`config.mk`:
```
export PLATFORM = sky130hd
export DESIGN_NAME = draw_rect
export DESIGN_NICKNAME = d
export VERILOG_FILES = /design/src/rtl/draw_rect.sv
export SDC_FILE = /design/constraint.sdc
export NUM_CORES = 1
export LEC_CHECK = 0
export BUFFER_PORTS_ARGS = -buffer_cell sky130_fd_sc_hd__buf_2
export CORE_MARGIN = 2
export CORE_UTILIZATION = 35
export DETAILED_ROUTE_END_ITERATION = 8
export PLACE_DENSITY = 0.62
export SLEW_MARGIN = 20
export SYNTH_ARGS = -nofsm -noshare
export SYNTH_HDL_FRONTEND = slang
export SYNTH_SLANG_ARGS = --single-unit
export TNS_END_PERCENT = 20
```
`constraint.sdc`:
```
create_clock -name clock -period 9.2 [get_ports clock]
set_clock_uncertainty 0.15 [all_clocks]
set_input_delay 0.46 -clock clock [delete_from_list [all_inputs] [get_ports clock]]
set_output_delay 0.46 -clock clock [all_outputs]
set_load 0.02 [all_outputs]
```
`src/rtl/draw_rect.sv`:
```
// draw_rect: rectangle rasteriser streaming one pixel per clock to the VGA adapter.
// Supports solid fill or 1-pixel outline, clips against the visible screen,
// and signals completion with a one-cycle done pulse.
module draw_rect #(
    parameter int unsigned X_W      = 9,
    parameter int unsigned Y_W      = 8,
    parameter int unsigned SIZE_W   = 5,
    parameter int unsigned COLOR_W  = 3,
    parameter int unsigned SCREEN_W = 320,
    parameter int unsigned SCREEN_H = 240
) (
    input  logic               clock,
    input  logic               resetn,
    input  logic               start,
    input  logic               abort,
    input  logic               mode,
    input  logic [X_W-1:0]     bias_x,
    input  logic [Y_W-1:0]     bias_y,
    input  logic [SIZE_W-1:0]  width,
    input  logic [SIZE_W-1:0]  height,
    input  logic [COLOR_W-1:0] color,
    output logic [X_W-1:0]     vga_x,
    output logic [Y_W-1:0]     vga_y,
    output logic [COLOR_W-1:0] vga_color,
    output logic               plot,
    output logic               busy,
    output logic               done
);

    localparam int unsigned XS_W = X_W + 1;
    localparam int unsigned YS_W = Y_W + 1;

    typedef enum logic {
        S_IDLE = 1'b0,
        S_DRAW = 1'b1
    } state_e;

    state_e              state_q;
    logic [SIZE_W-1:0]   dx_q, dy_q;
    logic [X_W-1:0]      bx_q;
    logic [Y_W-1:0]      by_q;
    logic [SIZE_W-1:0]   w_q, h_q;
    logic [COLOR_W-1:0]  col_q;
    logic                mode_q;
    logic                fin_q;

    logic [X_W-1:0]      cur_bx_c;
    logic [Y_W-1:0]      cur_by_c;
    logic [SIZE_W-1:0]   cur_w_c, cur_h_c, cur_dx_c, cur_dy_c;
    logic                cur_mode_c;
    logic [XS_W-1:0]     sum_x_c;
    logic [YS_W-1:0]     sum_y_c;
    logic                on_screen_c, on_edge_c, pix_plot_c, last_c, row_end_c;
    logic [SIZE_W-1:0]   dx_d, dy_d;

    // Pixel being emitted this edge: request inputs at pixel (0,0) when idle, latched copy when drawing
    always_comb begin
        cur_bx_c   = bias_x;
        cur_by_c   = bias_y;
        cur_w_c    = width;
        cur_h_c    = height;
        cur_mode_c = mode;
        cur_dx_c   = '0;
        cur_dy_c   = '0;
        if (state_q == S_DRAW) begin
            cur_bx_c   = bx_q;
            cur_by_c   = by_q;
            cur_w_c    = w_q;
            cur_h_c    = h_q;
            cur_mode_c = mode_q;
            cur_dx_c   = dx_q;
            cur_dy_c   = dy_q;
        end
        // one extra bit so pixels past the coordinate range clip instead of wrapping on screen
        sum_x_c     = XS_W'(cur_bx_c) + XS_W'(cur_dx_c);
        sum_y_c     = YS_W'(cur_by_c) + YS_W'(cur_dy_c);
        on_screen_c = (sum_x_c < XS_W'(SCREEN_W)) && (sum_y_c < YS_W'(SCREEN_H));
        row_end_c   = (cur_dx_c == cur_w_c - SIZE_W'(1));
        on_edge_c   = (cur_dx_c == '0) || row_end_c || (cur_dy_c == '0) ||
                      (cur_dy_c == cur_h_c - SIZE_W'(1));
        pix_plot_c  = on_screen_c && (!cur_mode_c || on_edge_c);
        last_c      = row_end_c && (cur_dy_c == cur_h_c - SIZE_W'(1));
        dx_d        = cur_dx_c + SIZE_W'(1);
        dy_d        = cur_dy_c;
        if (row_end_c) begin
            dx_d = '0;
            dy_d = cur_dy_c + SIZE_W'(1);
        end
    end

    // Control FSM, request latch, raster counters and registered pixel outputs
    always_ff @(posedge clock or negedge resetn) begin
        if (!resetn) begin
            state_q   <= S_IDLE;
            dx_q      <= '0;
            dy_q      <= '0;
            bx_q      <= '0;
            by_q      <= '0;
            w_q       <= '0;
            h_q       <= '0;
            col_q     <= '0;
            mode_q    <= 1'b0;
            fin_q     <= 1'b0;
            vga_x     <= '0;
            vga_y     <= '0;
            vga_color <= '0;
            plot      <= 1'b0;
            busy      <= 1'b0;
            done      <= 1'b0;
        end else begin
            case (state_q)
                S_IDLE: begin
                    plot <= 1'b0;
                    done <= 1'b0;
                    if (start) begin
                        if ((width == '0) || (height == '0)) begin
                            done <= 1'b1;
                        end else begin
                            bx_q      <= bias_x;
                            by_q      <= bias_y;
                            w_q       <= width;
                            h_q       <= height;
                            col_q     <= color;
                            mode_q    <= mode;
                            vga_x     <= sum_x_c[X_W-1:0];
                            vga_y     <= sum_y_c[Y_W-1:0];
                            vga_color <= color;
                            plot      <= pix_plot_c;
                            busy      <= 1'b1;
                            fin_q     <= last_c;
                            dx_q      <= dx_d;
                            dy_q      <= dy_d;
                            state_q   <= S_DRAW;
                        end
                    end
                end
                S_DRAW: begin
                    if (abort || fin_q) begin
                        plot    <= 1'b0;
                        busy    <= 1'b0;
                        done    <= !abort;
                        fin_q   <= 1'b0;
                        dx_q    <= '0;
                        dy_q    <= '0;
                        state_q <= S_IDLE;
                    end else begin
                        vga_x     <= sum_x_c[X_W-1:0];
                        vga_y     <= sum_y_c[Y_W-1:0];
                        vga_color <= col_q;
                        plot      <= pix_plot_c;
                        fin_q     <= last_c;
                        dx_q      <= dx_d;
                        dy_q      <= dy_d;
                    end
                end
                default: state_q <= S_IDLE;
            endcase
        end
    end

endmodule

```
# Yosys cells after proc, flatten, opt, wreduce, memory -nomap -nowiden
# Index checks and enable logic that the tools add are counted.
[word_totals] ff_bits=66 inputBits=35 out_inout_bits=23
[classes] add_sub_neg=6 order_cmp=2 eq_ne=6 mux=49 bitwise_logic=2 n_reduce_logical=19
[op_table] cell="$mux W5" n=12
[op_table] cell="$mux W9" n=4
[op_table] cell="$mux W8" n=4
[op_table] cell="$logic_not A5 Y1" n=4
[op_table] cell="$pmux W5 S2" n=2
[op_table] cell="$pmux W9 S2" n=1
[op_table] cell="$mux W1" n=16
[op_table] cell="$pmux W8 S2" n=1
[op_table] cell="$add A5 B1 Y5 const B" n=2
[op_table] cell="$add A9 B5 Y10" n=1
[op_table] cell="$eq A5 B5 Y1" n=2
[op_table] cell="$lt A10 B9 Y1 const B" n=1
[op_table] cell="$pmux W1 S2" n=5
[op_table] cell="$sub A5 B1 Y5 const B" n=2
[op_table] cell="$add A8 B5 Y9" n=1
[op_table] cell="$lt A9 B8 Y1 const B" n=1
[op_table] cell="$mux W3" n=3
[op_table] cell="$reduce_and A3 Y1" n=3
[op_table] cell="$logic_or A1 B1 Y1" n=6
[op_table] cell="$ne A2 B2 Y1 const B" n=3
[op_table] cell="$pmux W3 S2" n=1
[op_table] cell="$logic_and A1 B1 Y1" n=3
[op_table] cell="$logic_not A1 Y1" n=2
[op_table] cell="$ne A2 B1 Y1 const B" n=1
[op_table] cell="other kinds (2)" n=3

# Longest topological paths before layout
[logic_depth] depth_word=11 mapped_depth=14 depth_no_buf=9

# Least setup slack after synthesis
# Ideal clock, no wire load.
[synth_timing] path_type="reg-to-reg" start="reg state_q" end="reg plot" setup_ns=0.111 arrival_ns=3.011 required_time_ns=8.939 path_slack_ns=5.927 path_stages_with_launch=14 n_path_buf=4 synth_period_minus_slack_ns=3.273 path_cell_list="dfrtp_1 -> buf_4 -> buf_4 -> buf_2 -> buf_2 -> mux2_2 -> ha_1 -> ha_1 -> a21o_1 -> o211ai_2 -> o21ai_1 -> mux2_2 -> nand3_1 -> a2111oi_2"
[synth_via] elab_chain_cells=11 elab_cells_between_ends=29 classes_between="add/sub (4); order compare (2); eq/ne (2); mux (11); bitwise (1); reduce/logical (9)"
[synth_rtl] item="start, declared" line="38" text="state_e state_q;"
[synth_rtl] item="start signal, assigned" line="94" text="state_q <= S_IDLE;"
[synth_rtl] item="start signal, assigned" line="133" text="state_q <= S_DRAW;"
[synth_rtl] item="start signal, assigned" line="145" text="state_q <= S_IDLE;"
[synth_rtl] item="branches (longest 10 deep; another with $add A9 B5 Y10)"
[synth_rtl] item="$pmux W1 S2 (*)" line="111" text="case (state_q)"
[synth_rtl] item="end signal, assigned" line="128" text="plot <= pix_plot_c;"
[synth_rtl] item="end signal, assigned" line="150" text="plot <= pix_plot_c;"
[synth_rtl] item="end, declared" line="25" text="output logic plot,"
# Every way passes the cells marked *.
# A chain may end at the register's enable or synchronous reset.

# Final worst setup path
# Ends and elaborated chain as after synthesis.

==> results.tsv <==
stage	metric	value	unit
run_status	outcome	finished, violations left	
run_status	violations	design-rule violations	
place	port_buffers	57	
grt	grt_usage	0.1548	
cells_and_area	fin_util	0.4173	
clocking	postCtsHoldBufs	0	
die	die_width	113.1	um
cells_and_area	drive_gt1_frac	0.2799	
die	coreArea	0.01152	mm2
place	hpwl	6.533	mm
critical_path	crit_type	flop to flop	
logic_synthesis	synth_ff_type	dfrtp_1	
die	die-area	0.01279	mm2
timing	slew_viol_final	0	
power	power.leakage	2.106	nW
clocking	insertion_delay	0.33	ns
route	dr_total_vias	3272	
cells_and_area	final_cells	611	
power	powerDensity	238.1	mW/mm2
critical_path	worst_ep_arrival_time	3.72	ns
grt	grt_pass1_wl	16.26	mm
grt	grt.overflow.total	0	
route	topRoutingLayerUsed	met4	
clocking	ctsLongestPathBuffers	2	
logic_synthesis	syn-mean-instance-area	9.992	um2
timing	finalCritPeriodShare	0.3972	
route	firstDrtPassIters	6	
critical_path	critPathMaxFanout	43	
die	dieHeight	113.1	um
timing	finalSetupViolCount	0	
cells_and_area	area_delta_synth_final	15.35	%
cells_and_area	nFillCells	1139	
logic_synthesis	ys_types	66	
logic_synthesis	synth_warnings	0	
logic_synthesis	synth_nets	464	
critical_path	r2r_end	plot	
timing	rsz0062_at_grt	no	
route	antenna_left	0	
clocking	root_buffer	clkbuf_16	
logic_synthesis	synth-edff-count	0	
cells_and_area	final_cell_area	0.004806	mm2
route	wl_per_cell	15.49	um
grt	antenna_found_initial	0	
clocking	clock_sinks	66	
clocking	cts_setup_buffers	0	
critical_path	critPathRequiredTime	9.27	ns
clocking	cts_resized	0	
job	maxCapViolCount	0	
die	ios	58	
place	place.gp.congestion	0.8018	
die	rows	39	
timing	tns	0	ns
logic_synthesis	synthAdderAreaFrac	0.03604	
timing	fin_crit	3.655	ns
logic_synthesis	synth_compound_area_frac	0.1384	
critical_path	rrSetupSlack	5.55	ns
timing	max_slew.worst_pin.slew	1.010	ns
route	drt-met1-wl	4.338	mm
clocking	path_clk_slew	0.06	ns
logic_synthesis	syn-cell-area	0.004166	mm2
route	routed_via_density	5.355	
place	placed_cells	595	
place	post_dp_cell_area	0.004486	mm2
logic_synthesis	synth_top_family_by_area	simple AND/OR/NAND/NOR gates	
timing	hold_viol_final	0	
logic_synthesis	ys_seq_elements	66	
clocking	tritoncts	done	
logic_synthesis	ys_async_sr_fraction	1.000	
cells_and_area	multi_input_area	0.002323	mm2
route	met3_wirelength	414	um
critical_path	rr_startpoint	state_q	
grt	grt_max_degree	67	
clocking	htree_num_levels	3	
timing	fmax	273.6	MHz
route	first_iter_violations	109	
timing	maxSlewHeadroom	0.3212	
critical_path	startpoint_type	flop	
grt	grt_pass1_vias	3416	
cells_and_area	layout.nets	510	
route	met2_wirelength	4.564	mm
critical_path	endpoint_kind	flop	
logic_synthesis	syn_inst	417	
logic_synthesis	seq_area_frac_synth	0.3964	
logic_synthesis	synthMuxAreaShare	0.1417	
cells_and_area	register_area	0.001653	mm2
logic_synthesis	synth-xor-area-share	0.07147	
clocking	numCtsBuffers	9	
cells_and_area	antennaDiodeCount	0	
die	start_util	0.3618	
critical_path	ff2ff_path_depth	10	
route	drc	3	
worst_hold_path	min_path_type	input pin to async pin	
logic_synthesis	synthSimpleGateAreaFrac	0.1700	
power	peakVddDrop	0.09662	mV
route	wl	9.464	mm
[through the flow]
stage	power, mW	hold WS (ns)	setup slack [ns]
finish	1.144	0.1610	5.545
global route	1.214	0.2351	5.269
CTS	1.159	0.2222	5.559
detailed placement	0.7841	0.3043	5.581
global placement	0.7745	0.2993	5.670
floorplan	0.6876	0.01441	5.927
[cell families (layout without fill, tap and decap cells)]
| kind of cell | Yosys count | count (layout) |
|---|---|---|
| adder cells (fa/ha/maj) | 12 | 12 |
| AND/OR/NAND/NOR | 136 | 136 |
| flip-flops | 66 | 66 |
| XOR/XNOR | 34 | 34 |
| multiplexers | 54 | 54 |
| AO/OA/AOI/OAI | 84 | 84 |
| buffers and inverters | 31 | 82 |
[placed cells by master, fill, tap and decap left out, drive strengths merged, types with 5 or more instances in the layout]
| cell | instances |
|---|---|
| buf | 60 |
| inv | 6 |
| nand2b | 5 |
| o21ai | 25 |
| nor3 | 10 |
| clkbuf | 11 |
| xor2 | 11 |
| dfrtp | 66 |
| nor2 | 32 |
| mux2 | 40 |
| ha | 12 |
| and2 | 7 |
| nand3 | 6 |
| nand2 | 47 |
| a21o | 5 |
| a32o | 6 |
| mux2i | 14 |
| xnor2 | 23 |
| a21oi | 17 |
[layer usage]
layer  up-vias  track usage
met5         -            0
met4         0      0.05691
met3        14      0.02732
met2        77       0.2587
met1      1593       0.2014
li1       1588            -
[sequential cells by signal (all words and copies together) (netlist names), 5 cells and up]
| signal | flops |
|---|---|
| by_q | 8 |
| dx_q | 5 |
| w_q | 5 |
| vga_x | 9 |
| dy_q | 5 |
| h_q | 5 |
| bx_q | 9 |
| vga_y | 8 |
[power by group]
group          internal, mW  total, mW  switching, mW
Sequential            0.364      0.427         0.0631
Clock                 0.244      0.368          0.124
Combinational         0.155      0.350          0.195
[worst max-delay path by stage]
stage	endpoint	startpoint	cells after the start	slack, ns
3_3_place_gp	plot	state_q	10	5.67
6_report	plot	state_q	10	5.55
2_1_floorplan	plot	state_q	13	5.93
4_1_cts	plot	state_q	10	5.56
3_5_place_dp	plot	state_q	10	5.58
5_1_grt	plot	state_q	10	5.27
[area by class of cell]
| type | instances | area share |
|---|---|---|
| flip-flops and latches | 66 | 0.3439 |
| clock buffers | 11 | 0.05051 |
| well taps | 143 | 0.03723 |
| multi-input cells | 320 | 0.4835 |
| clock inverters | 5 | 0.01614 |
| repair buffers | 60 | 0.06405 |
| inverters | 6 | 0.004686 |
[worst max-delay path, cell delays in order (launching register included)]
cell	delay [ns]
dfrtp_2	0.77
buf_4	0.52
mux2_2	0.39
ha_1	0.21
ha_1	0.23
a21o_1	0.20
o211ai_2	0.22
o21ai_1	0.14
mux2_2	0.25
nand3_1	0.09
a2111oi_2	0.36
[synthesized netlist by cell type, drive strengths merged, types with 4 or more instances]
cell type	count	area [um2]
inv	6	22.52
xor2	11	96.34
nor2	32	137.6
xnor2	23	201.4
nand2	47	176.4
ha	12	150.1
mux2i	14	140.1
and2	7	43.79
a21oi	17	85.08
o211ai	4	35.03
nand4	4	25.02
nor4	4	46.29
nor3b	4	35.03
nor3	10	55.05
a21o	5	37.54
mux2	40	450.4
dfrtp	66	1652
o21ai	25	125.1
a32o	6	60.06
a31oi	4	25.02
nand3	6	30.03
nand2b	5	31.28
buf	24	165.1
No activity file was read; power rests on OpenSTA's default activity.
